--- src/rtl/apb_cmd_master.sv ---
// apb_cmd_master: buffers write/read commands in a FIFO and issues each as a two-phase APB transfer.
//    clk        system clock, rising edge
//    rst        asynchronous reset, active-low
//    cmd_*      command stream in (valid/ready, direction, address, write data)
//    P*         APB initiator signals toward ECC_ENC_DEC (no PREADY, one-cycle ACCESS)
//    rsp_*      one-cycle read response strobe with captured data and address
//    busy       FIFO non-empty or transfer in progress
module apb_cmd_master #(
   parameter int AMBA_ADDR_WIDTH = 20,
   parameter int AMBA_WORD       = 32,
   parameter int FIFO_DEPTH      = 4
) (
   input  logic                       clk,
   input  logic                       rst,
   input  logic                       cmd_valid,
   output logic                       cmd_ready,
   input  logic                       cmd_write,
   input  logic [AMBA_ADDR_WIDTH-1:0] cmd_addr,
   input  logic [AMBA_WORD-1:0]       cmd_wdata,
   output logic                       PSEL,
   output logic                       PENABLE,
   output logic                       PWRITE,
   output logic [AMBA_ADDR_WIDTH-1:0] PADDR,
   output logic [AMBA_WORD-1:0]       PWDATA,
   input  logic [AMBA_WORD-1:0]       PRDATA,
   output logic                       rsp_valid,
   output logic [AMBA_WORD-1:0]       rsp_rdata,
   output logic [AMBA_ADDR_WIDTH-1:0] rsp_addr,
   output logic                       busy
);
   localparam int PW = $clog2(FIFO_DEPTH);
   typedef enum logic [1:0] {IDLE, SETUP, ACCESS} state_t;
   state_t                     state_q;
   logic [AMBA_ADDR_WIDTH-1:0] addr_mem_q [FIFO_DEPTH];
   logic [AMBA_WORD-1:0]       data_mem_q [FIFO_DEPTH];
   logic [FIFO_DEPTH-1:0]      write_mem_q;
   logic [PW-1:0]              wr_ptr_q, wr_ptr_d, rd_ptr_q, rd_ptr_d;
   logic [PW:0]                count_q, count_d;
   logic                       full, empty, push, pop;
   logic                       psel_q, penable_q, pwrite_q, rsp_valid_q;
   logic [AMBA_ADDR_WIDTH-1:0] paddr_q, rsp_addr_q;
   logic [AMBA_WORD-1:0]       pwdata_q, rsp_rdata_q;

   assign full  = count_q == (PW+1)'(FIFO_DEPTH);
   assign empty = count_q == '0;
   assign push  = cmd_valid && !full;
   // A command is loaded whenever the bus is free for a new SETUP: from IDLE or straight after ACCESS
   assign pop   = !empty && state_q != SETUP;

   // Pointers wrap naturally because FIFO_DEPTH is a power of two
   always_comb begin
      wr_ptr_d = push ? wr_ptr_q + 1'b1 : wr_ptr_q;
      rd_ptr_d = pop ? rd_ptr_q + 1'b1 : rd_ptr_q;
      count_d  = count_q + {{PW{1'b0}}, push} - {{PW{1'b0}}, pop};
   end

   always_ff @(posedge clk)
      if (push) begin
         addr_mem_q[wr_ptr_q]  <= cmd_addr;
         data_mem_q[wr_ptr_q]  <= cmd_wdata;
         write_mem_q[wr_ptr_q] <= cmd_write;
      end

   always_ff @(posedge clk or negedge rst)
      if (!rst) begin
         wr_ptr_q <= '0;
         rd_ptr_q <= '0;
         count_q  <= '0;
      end else begin
         wr_ptr_q <= wr_ptr_d;
         rd_ptr_q <= rd_ptr_d;
         count_q  <= count_d;
      end

   always_ff @(posedge clk or negedge rst)
      if (!rst) begin
         state_q     <= IDLE;
         psel_q      <= 1'b0;
         penable_q   <= 1'b0;
         pwrite_q    <= 1'b0;
         paddr_q     <= '0;
         pwdata_q    <= '0;
         rsp_valid_q <= 1'b0;
         rsp_rdata_q <= '0;
         rsp_addr_q  <= '0;
      end else begin
         rsp_valid_q <= 1'b0;
         case (state_q)
            IDLE, ACCESS: begin
               // Closing edge of a read ACCESS: PADDR is still the address of this transfer
               if (state_q == ACCESS && !pwrite_q) begin
                  rsp_valid_q <= 1'b1;
                  rsp_rdata_q <= PRDATA;
                  rsp_addr_q  <= paddr_q;
               end
               if (pop) begin
                  state_q   <= SETUP;
                  psel_q    <= 1'b1;
                  penable_q <= 1'b0;
                  pwrite_q  <= write_mem_q[rd_ptr_q];
                  paddr_q   <= addr_mem_q[rd_ptr_q];
                  // Reads leave the previous write data on PWDATA
                  if (write_mem_q[rd_ptr_q]) pwdata_q <= data_mem_q[rd_ptr_q];
               end else begin
                  state_q   <= IDLE;
                  psel_q    <= 1'b0;
                  penable_q <= 1'b0;
               end
            end
            SETUP: begin
               state_q   <= ACCESS;
               penable_q <= 1'b1;
            end
            default: begin
               state_q   <= IDLE;
               psel_q    <= 1'b0;
               penable_q <= 1'b0;
            end
         endcase
      end

   assign cmd_ready = !full;
   assign PSEL      = psel_q;
   assign PENABLE   = penable_q;
   assign PWRITE    = pwrite_q;
   assign PADDR     = paddr_q;
   assign PWDATA    = pwdata_q;
   assign rsp_valid = rsp_valid_q;
   assign rsp_rdata = rsp_rdata_q;
   assign rsp_addr  = rsp_addr_q;
   assign busy      = !empty || state_q != IDLE;
endmodule

--- config.mk ---
export PLATFORM = sky130hd
export DESIGN_NAME = apb_cmd_master
export DESIGN_NICKNAME = d
export VERILOG_FILES = /design/src/rtl/apb_cmd_master.sv
export SDC_FILE = /design/constraint.sdc
export NUM_CORES = 1
export LEC_CHECK = 0
export ABC_AREA = 1
export ABC_CLOCK_PERIOD_IN_PS = 9250
export CORE_UTILIZATION = 30
export CTS_CLUSTER_SIZE = 14
export DETAILED_ROUTE_END_ITERATION = 6
export GPL_TIMING_DRIVEN = 0
export HOLD_SLACK_MARGIN = 0.1
export PLACE_DENSITY = 0.49
export REMOVE_ABC_BUFFERS = 1
export SYNTH_ARGS = -nofsm -noshare
export SYNTH_HDL_FRONTEND = slang
export SYNTH_SLANG_ARGS = --single-unit
--- constraint.sdc ---
create_clock -name clk -period 9.25 [get_ports clk]
set_clock_uncertainty 0.1 [all_clocks]
set_input_delay 2.3125 -clock clk [delete_from_list [all_inputs] [get_ports clk]]
set_output_delay 2.3125 -clock clk [all_outputs]
set_load 0.005 [all_outputs]
==> results of run 1 <==
[worst paths after layout]
check,to,slack (ps),cells past startpoint
max,data_mem_q[1][7],5030,5
min,PWDATA[21],370,2
max reg2reg,PWDATA[18],6100,7
min reg2reg,PWDATA[21],370,2
max in group asynchronous,PWDATA[5],6700,2
min in group asynchronous,rsp_rdata[2],1580,1
[kinds of logic (layout without fill, tap and decap cells)]
family,after synthesis,after routing
other,0,1
AND/OR/NAND/NOR,663,663
flip-flops,328,328
AO/OA/AOI/OAI,45,45
XOR/XNOR,5,5
adder cells (fa/ha/maj),6,6
buffers and inverters,206,428
[registers in the layout, indices dropped and copies added (netlist names), 2 cells and up]
name and count:
data_mem_q 128, addr_mem_q 80, PWDATA 32, rsp_rdata 32
PADDR 20, rsp_addr 20, write_mem_q 4, count_q 3
rd_ptr_q 2, wr_ptr_q 2
[synthesized netlist by cell type]
cell type	number
nor2_4	1
nand2_4	2
a21oi_1	2
inv_4	2
fa_1	1
nor2_2	1
xor2_1	3
o21ai_0	31
nand2_2	1
ha_1	5
nor2_1	88
inv_2	4
nand3_2	3
dfrtp_1	116
inv_1	142
buf_4	11
o21ai_1	12
buf_2	28
nand2_1	471
buf_6	13
clkbuf_1	6
edfxtp_1	212
xnor2_1	2
nand3_1	96
[report_power, final]
part | switching [mW] | internal, mW | leakage (nW)
clock | 0.591 | 0.985 | 0.664
sequential | 0.264 | 2.03 | 3.37
combinational | 1.14 | 0.868 | 3.48
total | 2.00 | 3.88 | 7.52
[layout make-up]
| cell class | count | share of cell area [%] |
|---|---|---|
| clock buffer | 57 | 6.79 |
| clock inverter | 14 | 0.998 |
| tap | 585 | 4.26 |
| antenna | 1 | 0.0146 |
| timing repair buffer | 209 | 13.0 |
| multi-input combinational | 719 | 17.7 |
| inverter | 148 | 3.26 |
| sequential | 328 | 54.0 |
[metrics by stage]
| stage | hold slack, ps | setup slack (ps) | power (mW) | area (µm²) |
|---|---|---|---|---|
| after global routing | 391 | 4950 | 6.32 | 17200 |
| after global placement | 360 | 535 | 4.34 | 15500 |
| after CTS | 372 | 5010 | 6.00 | 17200 |
| after detailed placement | 357 | 4440 | 4.39 | 15800 |
| after floorplan | 365 | 3960 | 3.30 | 12800 |
| final | 367 | 5030 | 5.88 | 17200 |
[critical path, stage by stage]
cell,delay (ps)
clkdlybuf4s50_1,480
nand2_1,330
nor2_4,740
buf_12,270
buf_16,180
[per-layer routing]
layer	up-vias	share of wire [%]	wire length (µm)	global-route usage (%)
met2	217	47	14700	24.1
met5	-	0	0	0
li1	4354	-	-	-
met4	0	2.8	868	5.75
met3	45	6.0	1880	3.13
met1	4097	44	13800	17.6
==> key figures, run 1 <==
Outcome
  – Status: finished clean

GRT
  – GRT Resource Usage Total: 14.3%
  – First-pass GRT wire length: 48800 µm
  – Antenna violations before repair: 0
  – Largest net degree at the start of global routing: 110
  – Remaining Overflow, GRT: 0
  – Vias in the first global route: 8742

Pwr
  – Peak supply drop: 0.218 mV
  – Power density over the cells: 342 mW/mm²
  – LEAKAGE: 7.52 nW

Synthesis
  – Post-Syn Area: 0.0132 mm²
  – Synth Register Bits: 328
  – Post-synthesis xor/xnor area fraction: 0.331%
  – Synthesis Warnings: 0
  – Mean Syn Cell Area: 10.6 µm²
  – Area leader, netlist: edfxtp_1
  – Synth unique cells: 24
  – Post-Syn Instances: 1253
  – Post-synthesis compound-gate area fraction: 1.70%
  – Main combinational cell family by area after synthesis: simple AND/OR/NAND/NOR gates
  – Post-synthesis adder-cell area fraction: 0.624%
  – Register area share after synthesis: 70.1%
  – Post-synthesis simple-gate area fraction: 20.1%
  – Mux cell area share after synthesis: 0%
  – Yosys top cell area share: 48.1%
  – Area contributors post-synth: edfxtp_1, dfrtp_1, nand2_1

Placed design
  – Number of port buffers: 197
  – GP Congestion: 0.650
  – Detailed placement HPWL: 18400 µm
  – Placed instance count: 1989

Detailed routing
  – Vias/cell: 4.23
  – DR iter-0 viols: 418
  – DR vias: 8713
  – Drt wl/cell: 15.2 µm
  – Post-DRT Antenna Nets: 0
  – DRC viols: 0
  – DRT Pass-1 Iters: 4
  – DRT Wirelength: 31300 µm

Clocking
  – Worst-path clk slew: 60 ps
  – Cts repair resizes: 0
  – CTS tree: built
  – Htree depth: 2
  – Clk sinks: 328
  – Cts hold-fix bufs: 0
  – TritonCTS Buffers: 39
  – Setup Buffers After CTS: 0
  – Clock root buffer: clkbuf_16
  – Worst-skew pair later-pin latency: 540 ps
  – Clock Tree Buf Depth: 3

Floorplanning
  – Core footprint: 0.0433 mm²
  – Chip width: 212 µm
  – Die Area: 0.0449 mm²
  – Num rows: 76
  – Die Height: 212 µm
  – Initial Utilization: 30.6%
  – Io pins: 198

STA
  – Worst-Margin Slew: 1190 ps
  – Setup_tns: 0 ps
  – Tmin final: 4220 ps
  – Slew HR: 20.7%
  – Fin. max-slew vios: 0
  – Final setup viols: 0
  – RSZ-0062 raised after global routing: false
  – Final hold vios: 0
  – Maximum clock rate: 0.237 GHz
  – Final Cycle Share: 45.7%

Final layout
  – Area of the multi-input gates: 0.00304 mm²
  – Storage cell area: 0.00928 mm²
  – Fillers: 4157
  – Final Non-Filler Cells: 2061
  – Commonest non-fill, non-tap cells in the layout: nand2_1, edfxtp_1, clkdlybuf4s50_1
  – Most common cell after layout, fill and taps aside: nand2_1
  – Fin util: 39.7%
  – # nets final: 1539
  – Area Growth Syn to Fin: 29.9%
  – Layout cells sized above 1: 6.37%

Worst setup path
  – Worst EP required: 9380 ps
  – Crit. End Element: flop
  – Critical path startpoint: cmd_valid
  – Critical register-to-register path startpoint: rd_ptr_q[0]
  – Worst Path Max Fanout: 19
  – CP Data Arrival Time: 4360 ps
  – Startpoint Class: input port
  – Worst Setup Path Type: in2reg

Hold path
  – Hold WC Path Type: reg2reg
  – Min-delay src: PWDATA[21]

Job
  – Max Cap Viol: 0
(Power assumes the default switching activity.)
==> run 2: changes to the inputs <==
- ABC_CLOCK_PERIOD_IN_PS: 9250 -> 4400
- clock period: 9.25 -> 4.4 ns (I/O delays scaled with it)
==> results of run 2 <==
The final DEF is identical to that of run 1. Status: finished clean.
Among the figures that moved: setup slack after placement 4440 ps -> 803 ps; setup slack after layout 5030 ps -> 1250 ps; hold slack 367 ps -> 364 ps; start point of the critical path cmd_valid -> rd_ptr_q[0]; end point of the critical path data_mem_q[1][7] -> PWDATA[18]; register-to-register setup slack 6100 ps -> 1250 ps; total power 5.88 mW -> 12.4 mW; worst IR drop on VDD 0.218 mV -> 0.459 mV
